[src/rtl/fetch_pkg.sv]
// Shared fetch types and the absolute branch target table.
// Program builds edit lut_init() to place their bl targets.
package fetch_pkg;
    localparam int LUT_A = 10;
    localparam int LUT_L = 4;

    typedef enum logic [1:0] {IDLE, RUN, DONE} fetch_state_t;

    typedef logic [2**LUT_L-1:0][LUT_A-1:0] lut_t;

    function automatic lut_t lut_init();
        lut_t t;
        t    = '0;
        t[1] = LUT_A'(15);
        return t;
    endfunction

    localparam lut_t BRANCH_LUT = lut_init();
endpackage

[src/rtl/branch_lut.sv]
// Combinational index -> absolute target lookup for bl branches.
module branch_lut
    import fetch_pkg::*;
#(
    parameter int A = 10,
    parameter int L = 4
) (
    input  logic [L-1:0] idx,
    output logic [A-1:0] target
);

    assign target = A'(BRANCH_LUT[idx]);

endmodule

[src/rtl/fetch_ctrl.sv]
// PC sequencer feeding the instruction ROM: start/halt handshake,
// relative and LUT branches, and a saturating RUN-cycle counter.
module fetch_ctrl
    import fetch_pkg::*;
#(
    parameter int A  = 10,
    parameter int OW = 6,
    parameter int L  = 4,
    parameter int CW = 16
) (
    input  logic          Clk,
    input  logic          Reset,
    input  logic          Start,
    input  logic          Halt,
    input  logic          BranchEn,
    input  logic          BranchMode,
    input  logic [OW-1:0] BranchField,
    output logic [A-1:0]  InstAddress,
    output logic          Running,
    output logic          Done,
    output logic [CW-1:0] CycleCount
);

    fetch_state_t  state, state_nxt;
    logic [A-1:0]  pc, pc_nxt;
    logic [CW-1:0] cnt, cnt_nxt;
    logic [A-1:0]  lut_target;
    logic [A-1:0]  rel_target;

    branch_lut #(.A(A), .L(L)) u_lut (
        .idx    (BranchField[L-1:0]),
        .target (lut_target)
    );

    // Sign-extended offset; the add wraps modulo 2**A in both directions.
    assign rel_target = pc + A'($signed(BranchField));

    always_ff @(posedge Clk or posedge Reset) begin
        if (Reset) begin
            state <= IDLE;
            pc    <= '0;
            cnt   <= '0;
        end else begin
            state <= state_nxt;
            pc    <= pc_nxt;
            cnt   <= cnt_nxt;
        end
    end

    always_comb begin
        state_nxt = state;
        case (state)
            IDLE:    if (Start) state_nxt = RUN;
            RUN:     if (Halt)  state_nxt = DONE;
            DONE:    if (Start) state_nxt = RUN;
            default: state_nxt = IDLE;
        endcase
    end

    // Next PC and counter; halt outranks branch so a halting branch never moves the PC.
    always_comb begin
        pc_nxt  = pc;
        cnt_nxt = cnt;
        case (state)
            IDLE, DONE: begin
                if (Start) begin
                    pc_nxt  = '0;
                    cnt_nxt = '0;
                end
            end
            RUN: begin
                cnt_nxt = (cnt == '1) ? cnt : cnt + 1'b1;
                if (Halt)
                    pc_nxt = pc;
                else if (BranchEn)
                    pc_nxt = BranchMode ? lut_target : rel_target;
                else
                    pc_nxt = pc + 1'b1;
            end
            default: begin
                pc_nxt  = '0;
                cnt_nxt = '0;
            end
        endcase
    end

    always_comb begin
        Running     = (state == RUN);
        Done        = (state == DONE);
        InstAddress = pc;
        CycleCount  = cnt;
    end

endmodule

[config.mk]
export PLATFORM = sky130hd
export DESIGN_NAME = fetch_ctrl
export DESIGN_NICKNAME = d
export VERILOG_FILES = /design/src/rtl/fetch_pkg.sv /design/src/rtl/branch_lut.sv /design/src/rtl/fetch_ctrl.sv
export SDC_FILE = /design/constraint.sdc
export NUM_CORES = 1
export LEC_CHECK = 0
export ABC_AREA = 1
export BUFFER_PORTS_ARGS = -buffer_cell sky130_fd_sc_hd__buf_2
export CAP_MARGIN = 20
export CORE_MARGIN = 2
export CORE_UTILIZATION = 30
export DETAILED_ROUTE_END_ITERATION = 12
export SLEW_MARGIN = 20
export SYNTH_ARGS = -nofsm -noshare
export SYNTH_HDL_FRONTEND = slang
export SYNTH_SLANG_ARGS = --single-unit
[constraint.sdc]
create_clock -name Clk -period 3.75 [get_ports Clk]
set_input_delay 0.5625 -clock Clk [delete_from_list [all_inputs] [get_ports Clk]]
set_output_delay 0.5625 -clock Clk [all_outputs]
set_load 0.02 [all_outputs]
=== After elaboration in Yosys (flattened, before gate mapping) ===
Memory sizes are Yosys's and may differ from the RTL's.
Index checks and enable logic that the tools add are counted.

* Bits of input ports: 12
* Memories kept: 1
* Bits in read-only memories: 160
* Register bits after elaboration: 28
* Logic and storage cells: 32

{| class="wikitable"
|+ Memory list
! name !! depth !! bits a word !! rd ports !! clocked after Yosys merged registers in !! wr ports !! line !! source
|-
| (no name shown) || 16 || 10 || 1 || 0 || 0 || branch_lut.sv:12 || <nowiki>assign target = A'(BRANCH_LUT[idx]);</nowiki>
|}

* Magnitude comparators: 1
* $add $sub $neg: 3
* Multiplexer cells: 12
* Reductions and logical operators: 5
* Equal/unequal tests: 7

{| class="wikitable"
|+ Operators by type and width
! kind !! number
|-
| 10-bit 2-to-1 mux || 5
|-
| 16-bit 2-to-1 mux || 2
|-
| 16-bit one-hot mux with 2 select lines || 1
|-
| 10-bit one-hot mux with 2 select lines || 1
|-
| 16-bit by 1-bit adder with 16-bit output (second input constant) || 1
|-
| 16-bit equality test (second input constant) || 1
|-
| 10-bit by 1-bit adder with 10-bit output (second input constant) || 1
|-
| 10-bit adder || 1
|-
| 2-bit inequality test (second input constant) || 3
|-
| 2-bit AND reduction || 3
|-
| 4-bit by 5-bit < comparator with 1-bit output (second input constant) || 1
|-
| 2-bit 2-to-1 mux || 2
|-
| 2-bit one-hot mux with 2 select lines || 1
|-
| 2-bit by 1-bit equality test with 1-bit output (second input constant) || 1
|-
| 2-bit equality test (second input constant) || 1
|-
| 2-bit zero test || 1
|-
| 2-bit by 1-bit inequality test with 1-bit output (second input constant) || 1
|-
| 2-bit OR reduction || 1
|}

=== Logic depth before layout (Yosys ltp) ===
Gate-level depths: netlist of run 1.

* Word-level depth: 6
* Depth in mapped cells: 12

=== Cells and area by module ===
Synthesis of run 1 repeated with hierarchy kept, for this count alone.

* Cells, all modules: 342
* Area total of the unflattened synthesis: 2361.0 µm²

{| class="wikitable"
|+ Modules (own cells, without submodules)
! module !! cells an instance !! times used !! area an instance (µm²) !! sequential area each (µm²)
|-
| fetch_ctrl || 326 || 1 || 2267.2 || 700.7
|-
| branch_lut || 16 || 1 || 93.8 || 0.0
|}

=== Worst setup path before layout of run 1 ===
OpenSTA, ideal clock, no wires.

* Path kind: register -> register
* From: register pc[0] (netlist: InstAddress[0])
* To: register pc[8] (netlist: InstAddress[8])
* Stages on the path, launching flop included: 12
* Slack: 1.766 ns
* Buffers on the path: 0
* Arrival: 1.868 ns
* Clock period less this slack: 1.984 ns
* Required time: 3.633 ns
* Cell sequence: dfrtp_1 -> ha_1 -> inv_1 -> fa_1 -> o21ai_0 -> nand2_1 -> nand2_1 -> nand2_1 -> nand3_1 -> nand2_1 -> nand2_1 -> nand2_1

* Word-level cells in the longest chain between the ends: 5

{| class="wikitable"
|+ Ends and longest elaborated chain
! what !! line !! source
|-
| from (decl) || fetch_ctrl.sv:25 || <nowiki>logic [A-1:0] pc, pc_nxt;</nowiki>
|-
| from (signal assigned) || fetch_ctrl.sv:45 || <nowiki>pc <= pc_nxt;</nowiki>
|-
| 10-bit adder || fetch_ctrl.sv:36 || <nowiki>assign rel_target = pc + A'($signed(BranchField));</nowiki>
|-
| 10-bit 2-to-1 mux || fetch_ctrl.sv:76 || <nowiki>pc_nxt = BranchMode ? lut_target : rel_target;</nowiki>
|-
| 10-bit 2-to-1 mux * || fetch_ctrl.sv:75 || <nowiki>else if (BranchEn)</nowiki>
|-
| 10-bit 2-to-1 mux * || fetch_ctrl.sv:73 || <nowiki>if (Halt)</nowiki>
|-
| 10-bit one-hot mux with 2 select lines * || fetch_ctrl.sv:64 || <nowiki>case (state)</nowiki>
|}

Every way passes the cells marked *; elsewhere a longest branch is shown, timed or not. The select of a mux whose other input is x is not followed.
A chain may end at the register's enable or synchronous reset.

=== Worst setup path after layout of run 1 ===
Ends and elaborated chain as after synthesis.

==> qor.txt, run 1 <==
status - finished clean
Port Buffers - 39
worst r2r path cells - 11
clk_skew - 0.00473 ns
first-pass GRT wire length - 9.65 mm
vias post-DR - 2258
vias in the first global route - 2054
setup bufs post-CTS - 0
Final ANT Viol Nets - 0
ANT cells - 0
R2R setup slack - 1.59 ns
cell area after synthesis - 2210 sq um
CP dominant cell by count - nand2_1
pre-CTS setup slack - 1.47 ns
synth unique cells - 29
static leakage - 1.30 nW
I/O pin count - 40
Total GRT Usage - 14.1%
GP Congestion - 0.832
Setup TNS - 0 ns
CP Launch Type - flop
HPWL after detailed placement - 4.45 mm
Starting DRT DRC Count - 88
Net Count, Synth - 357
chip width - 89.8 um
CP endpoint kind - flop
slowest CP cell - dfrtp_1
vias per cell - 4.76
Crit Path Max Fanout - 7
core area - 7180 sq um
Final nets - 400
RSZ-0062 raised after global routing - false
Final Critical Period - 2.16 ns
Finished Cell Area - 2610 sq um
Syn-to-layout area delta - 18.3%
Clock Latency Late Sink - 0.28 ns
Die H - 89.8 um
Slew HR - 62.3%
Placed Cells - 470
Die ar. - 8060 sq um
HP Class - in2async
initial antenna violation count - 0
DRT Pass-1 Iters - 4
Max Cap Viol - 0
placed cell area - 2540 sq um
Largest stage delay, worst path - 0.50 ns
crit path buf inv count - 1
Clock transition at path regs - 0.10 ns
final max-slew violation count - 0
fin crit share - 57.6%
clock tree buffer depth - 2
row cnt - 31
Mapped Cells - 333
r2r endpoint - InstAddress[8]
CTS tree - yes
final setup violation count - 0
reg2reg start - InstAddress[0]
drt total wl - 5.67 mm
Finished Core Util - 36.4%
register area share after synthesis - 31.7%
arrival time at the worst endpoint - 2.35 ns
largest net degree at the start of global routing - 19
post-synthesis register bit count - 28
Yosys Warn Count - 0
Num CTS Buffers - 3
Final Hold Viols - 0
Top delay family on crit path - adder cells
# hold bufs at CTS - 0
layout cell share with drive strength beyond 1 - 15.5%
Mean Syn Cell Area - 6.63 sq um
initial core utilization - 30.8%
GRT Residual Overflow - 0
post-DR wirelength/cell - 12.0 um
Remaining DRCs - 0
crit path cell chain - ha_1 -> inv_1 -> fa_1 -> o21ai_0 -> nand2_1 -> nand2_1 -> nand2_1 -> nand3_1 -> nand2_1 -> nand2_1 -> nand2_1
Finished Layout Cells - 474
pwr dens - 348 nW/um^2
Fmax - 463 MHz
TritonCTS Sinks - 28
Crit Path Class - reg2reg
CTS root buf - clkbuf_8
number of H-tree levels - 1
Final WS setup - 1.59 ns
measured slew at the worst slew-check pin - 0.564 ns
Max VDD drop - 144 uV
post_cts resized - 0
required time worst endpoint - 3.94 ns
-- per-stage QoR --
step                total power [W]  hold WS (ns)
floorplan                  0.000582         0.491
global placement           0.000666         0.519
detailed placement         0.000673         0.526
CTS                        0.000919         0.321
global route               0.000980         0.328
finish                     0.000910         0.302
-- logic make-up (layout without fill, tap and decap cells) --
kind of cell             Yosys count  count (layout)  share of synthesized area (%)
AND/OR/NAND/NOR                  186             186                           36.7
AO/OA/AOI/OAI                     52              52                           12.6
buffers and inverters             46              88                           8.28
flip-flops                        28              28                           31.7
adder cells (fa/ha/maj)           12              12                           7.14
XOR/XNOR                           9               9                           3.57
-- cells in the mapped netlist --
library cell,instances,area share (%)
or2_2,2,0.57
buf_2,2,0.45
inv_1,39,6.6
inv_2,3,0.51
nor3_2,2,0.91
buf_6,1,0.51
xnor2_1,2,0.79
nand3_1,29,6.6
nand2_2,1,0.28
clkinv_1,1,0.17
nor2_4,1,0.51
nand4_1,6,1.7
dfrtp_1,28,32
xor2_1,7,2.8
o21a_1,1,0.34
a31o_2,2,0.79
nand3_2,1,0.45
nand3b_1,3,1.0
fa_1,1,0.91
o22ai_1,5,1.4
ha_1,11,6.2
nand2_1,104,18
nand2_4,1,0.51
a21oi_1,15,3.4
nor3_1,6,1.4
o21ai_0,23,5.2
nor2_1,30,5.1
a31oi_1,1,0.28
o21ai_1,5,1.1
-- cell type report --
class,instances,area (sq um)
fill,793,4560
multi-input combinational,259,1320
sequential,28,701
timing repair buffer,41,230
inverter,43,161
tap,99,124
clock buffer,3,41.3
clock inverter,1,30.0
-- sequential cells by signal, summed over array words and instances, names as in the netlist --
name / count
CycleCount: 16
InstAddress: 10
state: 2
-- worst max path at each step --
stage | startpoint | end | cells past startpoint
6_report | InstAddress[0] | InstAddress[8] | 11
5_1_grt | InstAddress[0] | InstAddress[8] | 11
2_1_floorplan | InstAddress[0] | InstAddress[8] | 11
4_1_cts | InstAddress[0] | InstAddress[8] | 11
3_5_place_dp | BranchField[0] | InstAddress[8] | 12
3_3_place_gp | BranchField[0] | InstAddress[8] | 12
-- cell usage in the layout, fill, tap and decap left out, types with 6 or more instances in the layout --
cell / count
nand4_1: 6
nand3_1: 29
a21oi_1: 15
inv_1: 39
buf_2: 39
ha_1: 11
xor2_1: 7
dfrtp_1: 28
o21ai_0: 23
nor2_1: 30
nor3_1: 6
nand2_1: 104
-- layer usage --
metal	track usage [%]	part of all wire, %
met3	1.42	3.1
met2	23.2	48
met1	20.0	48
met5	0	0
met4	3.46	0.56
-- power breakdown --
part / switching (W) / leakage (nW) / internal (W) / total (W)
Clock: 0.000102 / 0.0357 / 0.000143 / 0.000245
Sequential: 0.0000370 / 0.384 / 0.000329 / 0.000366
Combinational: 0.000199 / 0.880 / 0.0000997 / 0.000299
No activity file was read; power rests on OpenSTA's default activity.
==> run 2: changes to the inputs <==
- clock period: 3.75 -> 1.7 ns (I/O delays scaled with it)
==> qor.txt, run 2 (synthesis gave the netlist of run 1 again) <==
layout cell share with drive strength beyond 1 - 24.6% (+9.2 points)
initial core utilization - 30.8% (unchanged)
largest net degree at the start of global routing - 29 (+10)
CP Launch Type - flop
crit path cell chain - ha_4 -> inv_2 -> fa_2 -> o21ai_4 -> nand2_2 -> nand2_1 -> nand2_1 -> nand3_1 -> nand2_1 -> nand2_1 -> nand2_1
ANT cells - 0 (unchanged)
metal2 WL - 2.83 mm (+3.6%)
DRT Pass-1 Iters - 4 (unchanged)
HPWL after detailed placement - 4.81 mm (+7.9%)
r2r endpoint - InstAddress[8]
fin crit share - 95.6% (+38 points)
required time worst endpoint - 1.89 ns (-2.05 ns)
vias post-DR - 2348 (+4.0%)
number of H-tree levels - 1 (unchanged)
I/O pin count - 40 (unchanged)
static leakage - 1.41 nW (+8.6%)
pre-CTS setup slack - 0.0186 ns (-1.45 ns)
Top delay family on crit path - adder cells
post-DR wirelength/cell - 12.4 um (+3.6%)
Final nets - 423 (+5.8%)
Largest stage delay, worst path - 0.42 ns (-0.08 ns)
row cnt - 31 (unchanged)
Total GRT Usage - 15.3% (+1.2 points)
R2R setup slack - 0.08 ns (-1.52 ns)
Final WS setup - 0.0752 ns (-1.52 ns)
Die ar. - 8060 sq um (unchanged)
Tot Pwr - 0.00209 W (+130%)
most frequent cells in the layout - nand2_1, buf_2, inv_1, nor2_1, nand3_1
crit path buf inv count - 1 (unchanged)
initial antenna violation count - 0 (unchanged)
Slew HR - 74.8% (+13 points)
Crit Path Max Fanout - 4 (-3)
WL met3 - 256 um (+46%)
Clock transition at path regs - 0.10 ns (about the same)
core area - 7180 sq um (unchanged)
drt total wl - 6.16 mm (+8.6%)
GRT Residual Overflow - 0 (unchanged)
Final Critical Period - 1.62 ns (-0.534 ns)
worst r2r path cells - 11 (unchanged)
Max VDD drop - 323 uV (+120%)
arrival time at the worst endpoint - 1.81 ns (-0.54 ns)
slowest CP cell - dfrtp_2
Finished Core Util - 39.9% (+3.5 points)
Starting DRT DRC Count - 118 (+34%)
measured slew at the worst slew-check pin - 0.378 ns (-0.186 ns)
Die H - 89.8 um (unchanged)
reg2reg start - InstAddress[0]
Filler cells - 749 (-5.5%)
Fmax - 615 MHz (+33%)
vias in the first global route - 2175 (+5.9%)
Final ANT Viol Nets - 0 (unchanged)
commonest non-fill, non-tap cell in the layout - nand2_1
Crit Path Class - reg2reg
Syn-to-layout area delta - 29.8%
final setup violation count - 0 (unchanged)
TritonCTS Sinks - 28 (unchanged)
max layer used - met4
CP dominant cell by count - nand2_1
pwr dens - 729 nW/um^2 (+110%)
register area - 703 sq um (+0.36%)
footprint of the multi-input gates - 1430 sq um (+7.7%)
first-pass GRT wire length - 10.4 mm (+7.9%)
CP endpoint kind - flop
Post-Route M1 WL - 2.97 mm (+8.8%)
clock tree buffer depth - 2 (unchanged)
Port Buffers - 39 (unchanged)
vias per cell - 4.72 (-0.83%)
Max Cap Viol - 0 (unchanged)
Placed Cells - 491 (+4.5%)
GP Congestion - 0.852 (+2.4%)
Finished Layout Cells - 497 (+4.9%)
Clock Latency Late Sink - 0.28 ns (about the same)
Final Hold Viols - 0 (unchanged)
Remaining DRCs - 0 (unchanged)
# hold bufs at CTS - 0 (unchanged)
Num CTS Buffers - 3 (unchanged)
CTS tree - yes
CTS root buf - clkbuf_8
status - finished clean
clk_skew - 0.00338 ns (-0.00135 ns)
max reg flops - 16 (unchanged)
final max-slew violation count - 0 (unchanged)
HP Class - in2async
RSZ-0062 raised after global routing - true
chip width - 89.8 um (unchanged)
[run 2: how the worst max path moves through the flow]
stage / slack [ns] / cells after the start / from / endpoint
after detailed placement: 0.02 / 8 / InstAddress[4] / InstAddress[7]
after floorplan: 0.06 / 11 / InstAddress[0] / InstAddress[8]
after CTS: 0.02 / 11 / InstAddress[0] / InstAddress[8]
after global routing: -0.06 / 11 / InstAddress[0] / InstAddress[8]
after global placement: 0.02 / 8 / InstAddress[4] / InstAddress[7]
final: 0.08 / 11 / InstAddress[0] / InstAddress[8]
[run 2: worst min-delay path, delay by kind of cell]
family	cells	cell delay (ns)
buffers and inverters	3	0.47
[run 2: area by class of cell]
type,count,area share (%)
multi-input combinational,259,49.8
inverter,43,5.64
tap,99,4.33
clock buffer,4,1.92
sequential,28,24.6
timing repair buffer,64,13.8
[run 2: power breakdown]
group,switching [W],internal [W],leakage (nW)
clock network,0.000228,0.000208,0.0288
logic,0.000525,0.000343,1.00
registers,0.0000568,0.000728,0.381
total,0.000810,0.00128,1.41
[run 2: metrics by stage]
stage               hold slack [ns]  setup TNS, ns  area, sq um
global route                 0.0660         -0.148         2860
CTS                          0.0442              0         2770
finish                       0.0226              0         2860
detailed placement            0.355              0         2710
global placement              0.354              0         2710
floorplan                     0.320              0         2230
[run 2: per-layer routing]
layer  vias to the layer above  global-route usage (%)
li1                       1221                       -
met1                      1072                    21.8
met2                        46                    24.8
met3                         9                    1.59
met4                         0                    3.97
met5                         -                       0
[run 2: timing repair]
action | CTS | global route
setup endpoints to repair | 1 | 17
buffers inserted | 0 | 2
hold endpoints to repair | 0 | 0
gates resized for setup | 1 | 15
==> run 3: changes to the inputs <==
- CELL_PAD_IN_SITES_DETAIL_PLACEMENT: unset -> 0
- CELL_PAD_IN_SITES_GLOBAL_PLACEMENT: unset -> 1
- PLACE_DENSITY_LB_ADDON: unset -> 0.1
==> qor.txt, run 3 (synthesis gave the netlist of run 1 again) <==
status - finished, violations left
failing checks - setup timing
fin crit share - 100% (+4.5 points)
Die ar. - 8060 sq um (unchanged)
TritonCTS Sinks - 28 (unchanged)
Fmax - 588 MHz (-4.4%)
CTS root buf - clkbuf_8
Final nets - 426 (+0.71%)
HPWL after detailed placement - 5.24 mm (+9.0%)
Placed Cells - 494 (+0.61%)
Syn-to-layout area delta - 30.9%
worst hold slack - 0.0303 ns (+0.00769 ns)
Setup crit start - InstAddress[0]
Slew HR - 74.4% (-0.44 points)
Crit Path Class - reg2reg
clk_skew - 0.00518 ns (+0.00180 ns)
Final Critical Period - 1.70 ns (+0.0757 ns)
Port Buffers - 39 (unchanged)
chip width - 89.8 um (unchanged)
GRT Residual Overflow - 0 (unchanged)
GP Congestion - 0.814 (-4.5%)
final max-slew violation count - 0 (unchanged)
largest net degree at the start of global routing - 29 (unchanged)
core area - 7180 sq um (unchanged)
Finished Core Util - 40.3% (+0.35 points)
required time worst endpoint - 1.88 ns (about the same)
max reg flops - 16 (unchanged)
vias in the first global route - 2199 (+1.1%)
measured slew at the worst slew-check pin - 0.385 ns (+0.00662 ns)
Max Cap Viol - 0 (unchanged)
Crit Path Max Fanout - 4 (unchanged)
Remaining DRCs - 0 (unchanged)
ANT cells - 0 (unchanged)
I/O pin count - 40 (unchanged)
drt total wl - 6.64 mm (+7.8%)
DRT Pass-1 Iters - 4 (unchanged)
most frequent cells in the layout - nand2_1, inv_1, buf_2, nor2_1
CP endpoint kind - flop
Max VDD drop - 247 uV (-23%)
initial antenna violation count - 0 (unchanged)
Starting DRT DRC Count - 117 (-0.85%)
final setup violation count - 1 (+1)
RSZ-0062 raised after global routing - true
HP Class - in2async
Finished Layout Cells - 500 (+0.60%)
Die H - 89.8 um (unchanged)
Final ANT Viol Nets - 0 (unchanged)
vias per cell - 4.61 (-2.3%)
clock tree buffer depth - 2 (unchanged)
Clock Latency Late Sink - 0.28 ns (about the same)
vias post-DR - 2307 (-1.7%)
initial core utilization - 30.8% (unchanged)
number of H-tree levels - 1 (unchanged)
Finished Cell Area - 2890 sq um (+0.87%)
layout cell share with drive strength beyond 1 - 25.7% (+1.1 points)
Final Hold Viols - 0 (unchanged)
static leakage - 1.42 nW (+0.61%)
commonest non-fill, non-tap cell in the layout - nand2_1
reg2reg start - InstAddress[0]
Final WS setup - -0.000427 ns (-0.0757 ns)
Setup TNS - -0.000427 ns (-0.000427 ns)
placed cell area - 2730 sq um (+0.83%)
CTS tree - yes
arrival time at the worst endpoint - 1.88 ns (+0.07 ns)
Num CTS Buffers - 3 (unchanged)
Total GRT Usage - 17.2% (+1.9 points)
CP Launch Type - flop
Clock transition at path regs - 0.10 ns (about the same)
pwr dens - 710 nW/um^2 (-2.7%)
row cnt - 31 (unchanged)
first-pass GRT wire length - 11.3 mm (+8.1%)
post-DR wirelength/cell - 13.3 um (+7.2%)
==> run 3: metrics by stage <==
step	power (W)	setup WS, ns
global route	0.00223	-0.128
floorplan	0.00129	0.0558
global placement	0.00162	0.0198
finish	0.00205	-0.000427
CTS	0.00204	0.00915
detailed placement	0.00162	-0.0222
==> run 3: final cells by class <==
type	count	area (sq um)
clock buffer	4	45.0
multi-input combinational	259	1440
timing repair buffer	67	418
inverter	43	161
fill	803	4290
tap	99	124
sequential	28	703
==> run 3: routing by layer <==
| metal | up-vias | share of wire (%) | track usage, % |
|---|---|---|---|
| met4 | 0 | 0.26 | 2.69 |
| met2 | 33 | 42 | 24.9 |
| met1 | 1046 | 55 | 27.3 |
| met5 | - | 0 | 0 |
| met3 | 2 | 3.0 | 2.43 |
| li1 | 1226 | - | - |
==> run 3: timing repair <==
item | 4_1_cts | 5_1_grt
resized for setup | 1 | 16
endpoints found under the setup margin | 2 | 17
hold buffers | 0 | 0
setup buffers | 1 | 1
==> run 3: path summary, 6_finish.rpt <==
path,endpoint,slack (ns),depth (start not counted)
worst max-delay path,InstAddress[6],-0.0004,11
worst min-delay path,CycleCount[3],0.03,3
worst max register to register,InstAddress[6],-0.0004,11
worst min register to register,state[0],0.54,1
max in group asynchronous,InstAddress[0],1.37,3
min in group Clk,state[0],0.21,3
==> run 3: worst max-delay path, stage by stage, from the launching register on <==
cell and delay (ns):
dfrtp_2 0.42, ha_4 0.14, inv_1 0.04, fa_2 0.37, o21ai_4 0.19, nand2_1 0.10, nand2_1 0.06, nand2_1 0.06
nand3_1 0.07, nand2_1 0.05, nand2_1 0.05, nand2_1 0.04
==> run 3: power breakdown <==
part | switching (W) | internal, W
Combinational | 0.000528 | 0.000349
Clock | 0.000219 | 0.000169
Sequential | 0.0000584 | 0.000728
Total | 0.000805 | 0.00124
